**src/rtl/oka_4bit_subproduct_seq.sv**
```systemverilog
// OKA 4-bit stage front end: splits operands into even/odd halves and
// forms the four sub-products with one time-shared 2x2 carry-less core.
module oka_4bit_subproduct_seq (
  input  logic       clk,
  input  logic       rst_n,
  input  logic       in_valid_i,
  output logic       in_ready_o,
  input  logic [3:0] a_i,
  input  logic [3:0] b_i,
  output logic       out_valid_o,
  input  logic       out_ready_i,
  output logic [2:0] p_ee_o,
  output logic [2:0] p_mid_o,
  output logic [2:0] p_sum_o,
  output logic [2:0] p_oo_o,
  output logic       busy_o
);

  typedef enum logic [2:0] {
    IDLE,
    MUL_EE,
    MUL_OO,
    MUL_MID,
    DONE
  } state_t;

  state_t     state_q, state_d;
  logic [3:0] a_q, a_d;
  logic [3:0] b_q, b_d;
  logic [2:0] ee_q, ee_d;
  logic [2:0] oo_q, oo_d;
  logic [2:0] mid_q, mid_d;
  logic [2:0] sum_q, sum_d;
  logic       ov_q, ov_d;
  logic       accept;
  logic [1:0] u, v;
  logic [2:0] core;

  assign in_ready_o = (state_q == IDLE) |
                      ((state_q == DONE) & out_ready_i);
  assign accept     = in_valid_i & in_ready_o;
  assign busy_o     = (state_q != IDLE);

  // Route the even, odd or folded halves into the shared core.
  always_comb begin
    u = 2'b00;
    v = 2'b00;
    case (state_q)
      MUL_EE: begin
        u = {a_q[2], a_q[0]};
        v = {b_q[2], b_q[0]};
      end
      MUL_OO: begin
        u = {a_q[3], a_q[1]};
        v = {b_q[3], b_q[1]};
      end
      MUL_MID: begin
        u = {a_q[2] ^ a_q[3], a_q[0] ^ a_q[1]};
        v = {b_q[2] ^ b_q[3], b_q[0] ^ b_q[1]};
      end
      default: begin
        u = 2'b00;
        v = 2'b00;
      end
    endcase
  end

  assign core = {u[1] & v[1],
                 (u[0] & v[1]) ^ (u[1] & v[0]),
                 u[0] & v[0]};

  // Next-state and register updates for the multiply sequence.
  always_comb begin
    state_d = state_q;
    a_d     = a_q;
    b_d     = b_q;
    ee_d    = ee_q;
    oo_d    = oo_q;
    mid_d   = mid_q;
    sum_d   = sum_q;
    ov_d    = ov_q;
    case (state_q)
      IDLE: begin
        if (accept) begin
          a_d     = a_i;
          b_d     = b_i;
          state_d = MUL_EE;
        end
      end
      MUL_EE: begin
        ee_d    = core;
        state_d = MUL_OO;
      end
      MUL_OO: begin
        oo_d    = core;
        state_d = MUL_MID;
      end
      MUL_MID: begin
        mid_d   = core;
        sum_d   = ee_q ^ oo_q;
        ov_d    = 1'b1;
        state_d = DONE;
      end
      DONE: begin
        if (out_ready_i) begin
          ov_d = 1'b0;
          if (in_valid_i) begin
            a_d     = a_i;
            b_d     = b_i;
            state_d = MUL_EE;
          end else begin
            state_d = IDLE;
          end
        end
      end
      default: state_d = IDLE;
    endcase
  end

  // State and datapath registers with synchronous reset.
  always_ff @(posedge clk) begin
    if (!rst_n) begin
      state_q <= IDLE;
      a_q     <= '0;
      b_q     <= '0;
      ee_q    <= '0;
      oo_q    <= '0;
      mid_q   <= '0;
      sum_q   <= '0;
      ov_q    <= 1'b0;
    end else begin
      state_q <= state_d;
      a_q     <= a_d;
      b_q     <= b_d;
      ee_q    <= ee_d;
      oo_q    <= oo_d;
      mid_q   <= mid_d;
      sum_q   <= sum_d;
      ov_q    <= ov_d;
    end
  end

  assign out_valid_o = ov_q;
  assign p_ee_o      = ee_q;
  assign p_oo_o      = oo_q;
  assign p_mid_o     = mid_q;
  assign p_sum_o     = sum_q;

endmodule

```
**config.mk**
```make
export PLATFORM = sky130hd
export DESIGN_NAME = oka_4bit_subproduct_seq
export DESIGN_NICKNAME = d
export VERILOG_FILES = /design/src/rtl/oka_4bit_subproduct_seq.sv
export SDC_FILE = /design/constraint.sdc
export NUM_CORES = 1
export LEC_CHECK = 0
export CORE_ASPECT_RATIO = 1.1
export CORE_UTILIZATION = 50
export DETAILED_ROUTE_END_ITERATION = 10
export GPL_ROUTABILITY_DRIVEN = 1
export GPL_TIMING_DRIVEN = 0
export PLACE_DENSITY = 0.87
export SLEW_MARGIN = 20
export SYNTH_ARGS = -nofsm -noshare
export SYNTH_HDL_FRONTEND = slang
export SYNTH_SLANG_ARGS = --single-unit
```
**constraint.sdc**
```tcl
create_clock -name clk -period 2.08 [get_ports clk]
set_clock_uncertainty 0.05 [all_clocks]
set_input_delay 0.312 -clock clk [delete_from_list [all_inputs] [get_ports clk]]
set_output_delay 0.312 -clock clk [all_outputs]
set_load 0.03 [all_outputs]
```
### Word-level counts from Yosys, hierarchy flattened

Cells that the tools add are included.

* output and inout bits: 15
* register bits: 24
* word-level logic and storage cells: 51
* bits of input ports: 12

* bitwise gates (word level): 13
* eq/ne operators: 7
* reduce and logical (&&, ||, !) cells: 7
* multiplexer cells: 16

Operators by type and width (count)
* 2-to-1 mux 4 bit: 6
* one-hot mux 4 bit (2 select lines): 2
* one-hot mux 3 bit (5 select lines): 1
* one-hot mux 2 bit (3 select lines): 2
* bitwise AND 1 bit: 6
* equality test 3 x 2 -> 1 bit (second input constant): 2
* 2-to-1 mux 3 bit: 2
* inequality test 2 bit (second input constant): 3
* bitwise XOR 1 bit: 5
* AND reduction 2 bit: 2
* AND reduction 4 bit: 1
* nonzero test 2 bit: 2
* equality test 3 x 1 -> 1 bit (second input constant): 1
* equality test 3 bit (second input constant): 1
* logical NOT 3 bit: 1
* nonzero test 3 bit: 1
* bitwise XOR 3 bit: 1
* 2-to-1 mux 1 bit: 2
* one-hot mux 1 bit (2 select lines): 1
* bitwise OR 1 bit: 1

### Longest topological paths before layout

Gate-level depths: netlist of run 1.

* depth after elaboration: 6
* gate-level depth with buffers: 6

### Least setup slack after synthesis of run 1

Ideal clock, no wire load.

* kind: register to register
* from: reg state_q[2]
* to: reg a_q[2]
* period minus slack after synthesis: 1.480 ns
* buffers on the path: 1
* arrival time: 1.298 ns
* stages on the path, launching flop included: 7
* setup slack: 0.600 ns
* setup time: 0.132 ns
* cell sequence: dfxtp_1 buf_6 nor2b_4 nor3_4 nand2_4 nand2_1 a21oi_1

* word-level cells in the longest chain between the ends: 6
* elaborated cells on any way between the ends: 11
* classes of those cells: 4 x eq/ne; 1 x mux; 3 x bitwise; 3 x reduce/logical

Ends and longest elaborated chain
* start: declaration: line 27 `state_t state_q, state_d;`
* start signal: assignment: line 132 `state_q <= state_d;`
* equality test 3 bit: line 40 `((state_q == DONE) & out_ready_i);`
* bitwise AND 1 bit: line 40
* bitwise OR 1 bit *: line 39 `assign in_ready_o = (state_q == IDLE) |`
* via in_ready_o: line 7 `output logic in_ready_o,`
* bitwise AND 1 bit *: line 41 `assign accept = in_valid_i & in_ready_o;`
* inequality test 2 bit (no line) *
* AND reduction 4 bit (no line) *
* end signal: assignment: line 124 `a_q <= '0;`
* end signal: assignment: line 133 `a_q <= a_d;`
* end: declaration: line 28 `logic [3:0] a_q, a_d;`

The timed path passes the listed nets; every way through them passes the cells marked *.
A chain may end at the register's enable or synchronous reset.

### Worst setup path in the final report of run 1

* from: reg state_q[2]
* to: out in_ready_o

* word-level cells in the longest chain between the ends: 3
* elaborated cells on any way between the ends: 4
* classes of those cells: 1 x eq/ne; 2 x bitwise; 1 x reduce/logical

Ends and longest elaborated chain (line)
* equality test 3 bit: 40
* bitwise AND 1 bit: 40
* bitwise OR 1 bit *: 39
* end: declaration: 7

Every way passes the cells marked *; elsewhere a longest branch is shown, timed or not.

==> results of run 1 <==
[state kept, by name, indices dropped and copies added, names as in the netlist]
name,count
b_q,4
p_sum_o,3
state_q,3
out_valid_o,1
a_q,4
p_mid_o,3
p_ee_o,3
p_oo_o,3
[power breakdown]
part | switching, mW | internal [mW]
combinational | 0.126 | 0.111
sequential | 0.0200 | 0.485
clock | 0.141 | 0.195
total | 0.287 | 0.792
[metal layers]
metal / share of wire, % / GRT usage (%) / vias to the layer above
met2: 50 / 34.0 / 15
met1: 45 / 25.1 / 438
met3: 2.2 / 2.47 / 5
met5: 0 / 0 / -
li1: - / - / 473
met4: 2.5 / 13.7 / 0
[what timing repair did]
action                                 in CTS  in global routing
buffers inserted                            0                  4
gates resized for setup                     4                  0
pin swaps                                   0                  1
setup endpoints to repair                   2                  1
endpoints found under the hold margin       0                  0
[stage by stage]
stage	cells	cell area, µm²	total power [mW]	utilization (%)
2_1_floorplan	120	1090	0.662	-
3_5_place_dp	173	1380	0.737	67.4
3_3_place_gp	173	1380	0.730	67.4
6_report	181	1460	1.08	71.4
5_1_grt	181	1460	1.12	71.4
4_1_cts	177	1430	1.07	70.0
[critical path: cells and delay by family (launching register included)]
family	cells	cell delay, ns
buffers and inverters	2	0.48
DFF	1	0.34
and+or+nand+nor	2	0.42
[cells in the final DEF (no fill, tap or decap), drive strengths merged]
master,n
nor2b,3
buf,8
dlygate4sd2,1
nand3,8
mux2i,6
a211oi,3
clkbuf,6
bufinv,1
clkdlybuf4s15,1
and2,1
dfxtp,24
a21oi,13
a2111oi,1
or3,1
xnor2,9
nor3,6
nand2,17
nor3b,1
inv,1
nor2,13
nand3b,1
o21ai,4
nand2b,1
clkdlybuf4s50,23
[path summary, 6_finish.rpt]
kind	startpoint	to	cells after the start
worst min register to register	b_q[0]	b_q[0]	2
worst max register to register	state_q[2]	b_q[3]	7
worst max-delay path	state_q[2]	in_ready_o	4
worst min-delay path	in_valid_i	b_q[0]	3
[kinds of logic (layout without fill, tap and decap cells)]
kind of cell              Yosys count  count (layout)  synth area share, %
buffers and inverters               8              41                 5.16
muxes                               6               6                 5.50
xor gates and xnor gates            9               9                 7.91
AOI/OAI and AO/OA                  21              21                 10.7
DFF                                24              24                 44.0
and+or+nand+nor                    52              52                 26.7
[area by class of cell]
cell class,count,area share [%]
inverters,1,0.257
multi-input cells,88,38.0
flip-flops and latches,24,32.9
repair buffers,29,19.2
clock buffers,3,1.54
clock inverters,1,2.06
plain buffers,7,3.60
well taps,28,2.40
==> flow_summary_export.csv, run 1 <==
group,metric,value,unit
status,status,"complete, no violations",
floorplanning,dieHeight,51.0,µm
job,maxCapViolCount,0,
clocking,postCtsHoldBufs,0,
grt,grt_max_degree,15,
synthesis,synth-edff-count,0,
setup_path,crit_chain,"buf_6 -> nor2b_4 -> nor3_4 -> clkdlybuf4s15_2",
power_and_ir_drop,power_leakage,0.532,nW
floorplanning,dieWidth,46.5,µm
clocking,numCtsBuffers,3,
finish,multi_input_area,554,µm²
power_and_ir_drop,power_density,740,nW/µm²
synthesis,synth_nets,132,
finish,seqCellArea,480,µm²
timing,finalCritPeriodShare,93.1,%
routing,routedWlPerCell,12.2,µm
synthesis,yosys_warnings,0,
synthesis,synth.avg_cell_area,9.09,µm²
clocking,htree_num_levels,1,
clocking,clockBufferDepth,2,
min_path,hp-class,"primary input to register",
synthesis,synthTopCellsByCount,"dfxtp_1 (24), nand2_1 (14), a21oi_1 (13), nor2_1 (13)",
clocking,cts.clk_slew.worst_paths,0.13,ns
synthesis,synth-seq-area-share,44.0,%
setup_path,setup.worst_path.class,"register to output port",
timing,slew_violations,0,
timing,final_hold_viol_count,0,
placed_design,dp.final_hpwl,1610,µm
timing,tns,0,ns
grt,globalRoute.totalOverflow,0,
routing,via_per_inst,5.14,
setup_path,cp_slowest_cell,"dfxtp_1",
timing,fmax,517,MHz
synthesis,ys_types,26,
synthesis,synth-seq-cells,24,
clocking,cts.sinks,24,
setup_path,crit_arrival,1.57,ns
placed_design,place_congestion,0.721,
synthesis,yosysTopAreaCellShare,44.0,%
routing,wl,2200,µm
timing,setup_violations,0,
synthesis,synth-main-ff-cell,"dfxtp_1",
synthesis,synthArstFlopShare,0,%
finish,final_nets,166,
setup_path,cp_data_required_time,1.72,ns
setup_path,crit_path_end_kind,"output port",
routing,drtIter0Drc,5,
timing,worst_pin_slew,0.501,ns
clocking,worstSkewPairLatency,0.32,ns
routing,dr.pass1.iters,4,
timing,slew_headroom,66.6,%
routing,drc_errors,0,
finish,diodes,0,
floorplanning,design.core.area,2040,µm²
setup_path,start_kind,"register",
timing,finalWorstSetupSlack,0.144,ns
placed_design,pre_cts_slack,-0.318,ns
clocking,cts_root_buf,"clkbuf_4",
routing,vias,931,
clocking,cts_tree,"built",
power_and_ir_drop,ir_worst_vdd,0.638,mV
grt,grt_usage,21.0,%
grt,grt_pass1_wl,3570,µm
synthesis,synth_area_leaders,"dfxtp_1 (44%), xnor2_1 (6.4%), a21oi_1 (6.0%)",
setup_path,path_max_fanout,10,
placed_design,port_buffers,25,
timing,whs,0.414,ns
setup_path,max_stage_delay,0.34,ns
synthesis,syn_inst,120,
timing,rsz0062_at_grt,"no",
floorplanning,die_area,2370,µm²
timing,finalCriticalPeriod,1.94,ns
floorplanning,rows,17,
finish,area_growth,33.7,%
floorplanning,ios,27,
routing,ant_nets,0,
floorplanning,start_util,53.4,%
synthesis,syn-cell-area,1090,µm²
grt,grt_pass1_vias,886,
finish,fill_cells,163,
synthesis,synth.most_common_cell,"dfxtp_1",
synthesis,yosys.area.top_type,"dfxtp_1",
grt,antenna_found_initial,0,
setup_path,reg2reg_slack,0.55,ns
finish,drive_above_1_share,14.4,%
Note: power is estimated with default switching activity, not from simulation.
==> run 2: changes to the inputs <==
==> constraint.sdc (replaced) <==
create_clock -name clk -period 2.08 [get_ports clk]
set_clock_uncertainty 0.05 [all_clocks]
set_input_delay 0.624 -clock clk [delete_from_list [all_inputs] [get_ports clk]]
set_output_delay 0.624 -clock clk [all_outputs]
set_load 0.03 [all_outputs]
==> run 2 against run 1 <==
Net effect: hold slack improved by 0.0023 ns; wire length grew 3.4%; sequential share of layout area up 0.34 points; register-to-register slack barely moved; clock-buffer cell count stayed put; critical path type is now primary input to output port; largest cell class unchanged; largest power group unchanged.
==> flow_summary_export.csv, run 2 (synthesis gave the netlist of run 1 again) <==
group,metric,value,unit
floorplanning,dieWidth,46.5,µm
finish,layout_common_cells,"dfxtp_1 (23), clkdlybuf4s50_1 (15), nand2_1 (14), a21oi_1 (13), nor2_1 (13)",
routing,drc_errors,0,
floorplanning,die_area,2370,µm²
finish,fill_cells,169,
timing,setup_violations,0,
placed_design,port_buffers,25,
setup_path,cp_data_required_time,1.41,ns
finish,utilization,71.3,%
routing,vias,936,
clocking,htree_num_levels,1,
placed_design,place_area,1380,µm²
timing,fmax,489,MHz
routing,wl,2280,µm
floorplanning,start_util,53.4,%
timing,slew_headroom,66.4,%
routing,ant_nets,0,
clocking,cts_root_buf,"clkbuf_4",
setup_path,start_kind,"primary input",
power_and_ir_drop,power,1.07,mW
clocking,cts_tree,"built",
floorplanning,design.core.area,2040,µm²
power_and_ir_drop,ir_worst_vdd,0.639,mV
placed_design,place_congestion,0.721,
grt,grt_max_degree,15,
timing,final_hold_viol_count,0,
job,maxCapViolCount,0,
timing,finalCriticalPeriod,2.04,ns
finish,multi_input_area,554,µm²
finish,diodes,0,
timing,worst_pin_slew,0.504,ns
timing,finalWorstSetupSlack,0.0371,ns
power_and_ir_drop,power_density,737,nW/µm²
routing,drtIter0Drc,18,
routing,dr.pass1.iters,3,
min_path,hp-class,"register to register",
routing,routedWlPerCell,12.7,µm
timing,slew_violations,0,
clocking,postCtsHoldBufs,0,
setup_path,path_max_fanout,3,
setup_path,setup.worst_path.class,"primary input to output port",
timing,finalCritPeriodShare,98.2,%
placed_design,dp.final_hpwl,1610,µm
grt,globalRoute.totalOverflow,0,
finish,top_regs,"a_q: 4 flops, b_q: 4 flops",
placed_design,pre_cts_slack,-0.942,ns
finish,area_growth,33.4,%
finish,layout_commonest_cell,"dfxtp_1",
floorplanning,rows,17,
setup_path,reg2reg_slack,0.56,ns
clocking,clockBufferDepth,2,
clocking,cts.clk_slew.worst_paths,0.13,ns
floorplanning,dieHeight,51.0,µm
finish,seqCellArea,484,µm²
grt,antenna_found_initial,0,
grt,grt_pass1_vias,900,
timing,tns,0,ns
clocking,worstSkewPairLatency,0.32,ns
finish,finish.instance_area,1460,µm²
setup_path,crit_arrival,1.37,ns
power_and_ir_drop,power_leakage,0.625,nW
grt,grt_usage,21.3,%
grt,grt_pass1_wl,3640,µm
routing,via_per_inst,5.23,
clocking,numCtsBuffers,3,
status,status,"complete, no violations",
floorplanning,ios,27,
setup_path,crit_path_end_kind,"output port",
finish,drive_above_1_share,14.6,%
clocking,cts.sinks,24,
finish,final_nets,164,
## run 2: cell types whose count changed in the layout (fill, tap and decap cells not counted), sizes merged
| cell | before | now |
|---|---|---|
| dlygate4sd2 | 1 | 3 |
| dlymetal6s2s | 0 | 5 |
| clkdlybuf4s15 | 1 | 0 |
| clkdlybuf4s50 | 23 | 15 |
## run 2: where the power goes
group          leakage [nW]  internal, mW  switching (mW)
clock                0.0279         0.195           0.143
sequential            0.196         0.485          0.0180
combinational         0.401         0.103           0.128
## run 2: worst paths after layout
path | from | to | cells after the start
setup / recovery | out_ready_i | in_ready_o | 4
hold / removal | b_q[0] | b_q[0] | 2
setup reg to reg | state_q[1] | p_ee_o[2] | 6
hold reg to reg | b_q[0] | b_q[0] | 2
## run 2: stage by stage
step | hold slack [ns] | cells
3_3_place_gp | 0.395 | 173
2_1_floorplan | 0.386 | 120
4_1_cts | 0.414 | 178
5_1_grt | 0.456 | 179
3_5_place_dp | 0.400 | 173
6_report | 0.417 | 179
## run 2: per-layer routing
layer	routed length, µm	GRT usage, %
met2	1180	34.5
met5	0	0
met4	55	13.7
met3	47	2.47
met1	999	25.5
## run 2: final cells by class
cell class / instances / share of cell area [%]
Clock inverter: 1 / 2.06
Clock buffer: 3 / 1.55
Sequential cell: 24 / 33.3
Multi-Input combinational cell: 88 / 38.1
Timing Repair Buffer: 27 / 18.7
Inverter: 1 / 0.258
Tap cell: 28 / 2.41
Buffer: 7 / 3.61
## run 2: what timing repair did
item / CTS / global route
gates resized for setup: 15 / 9
endpoints found under the setup margin: 4 / 6
pin swaps: 1 / 0
buffers inserted: 1 / 1
## run 2: critical path: stages
cell	delay [ns]
dlygate4sd2_1	0.29
nor2b_4	0.07
nor3_4	0.22
buf_6	0.16
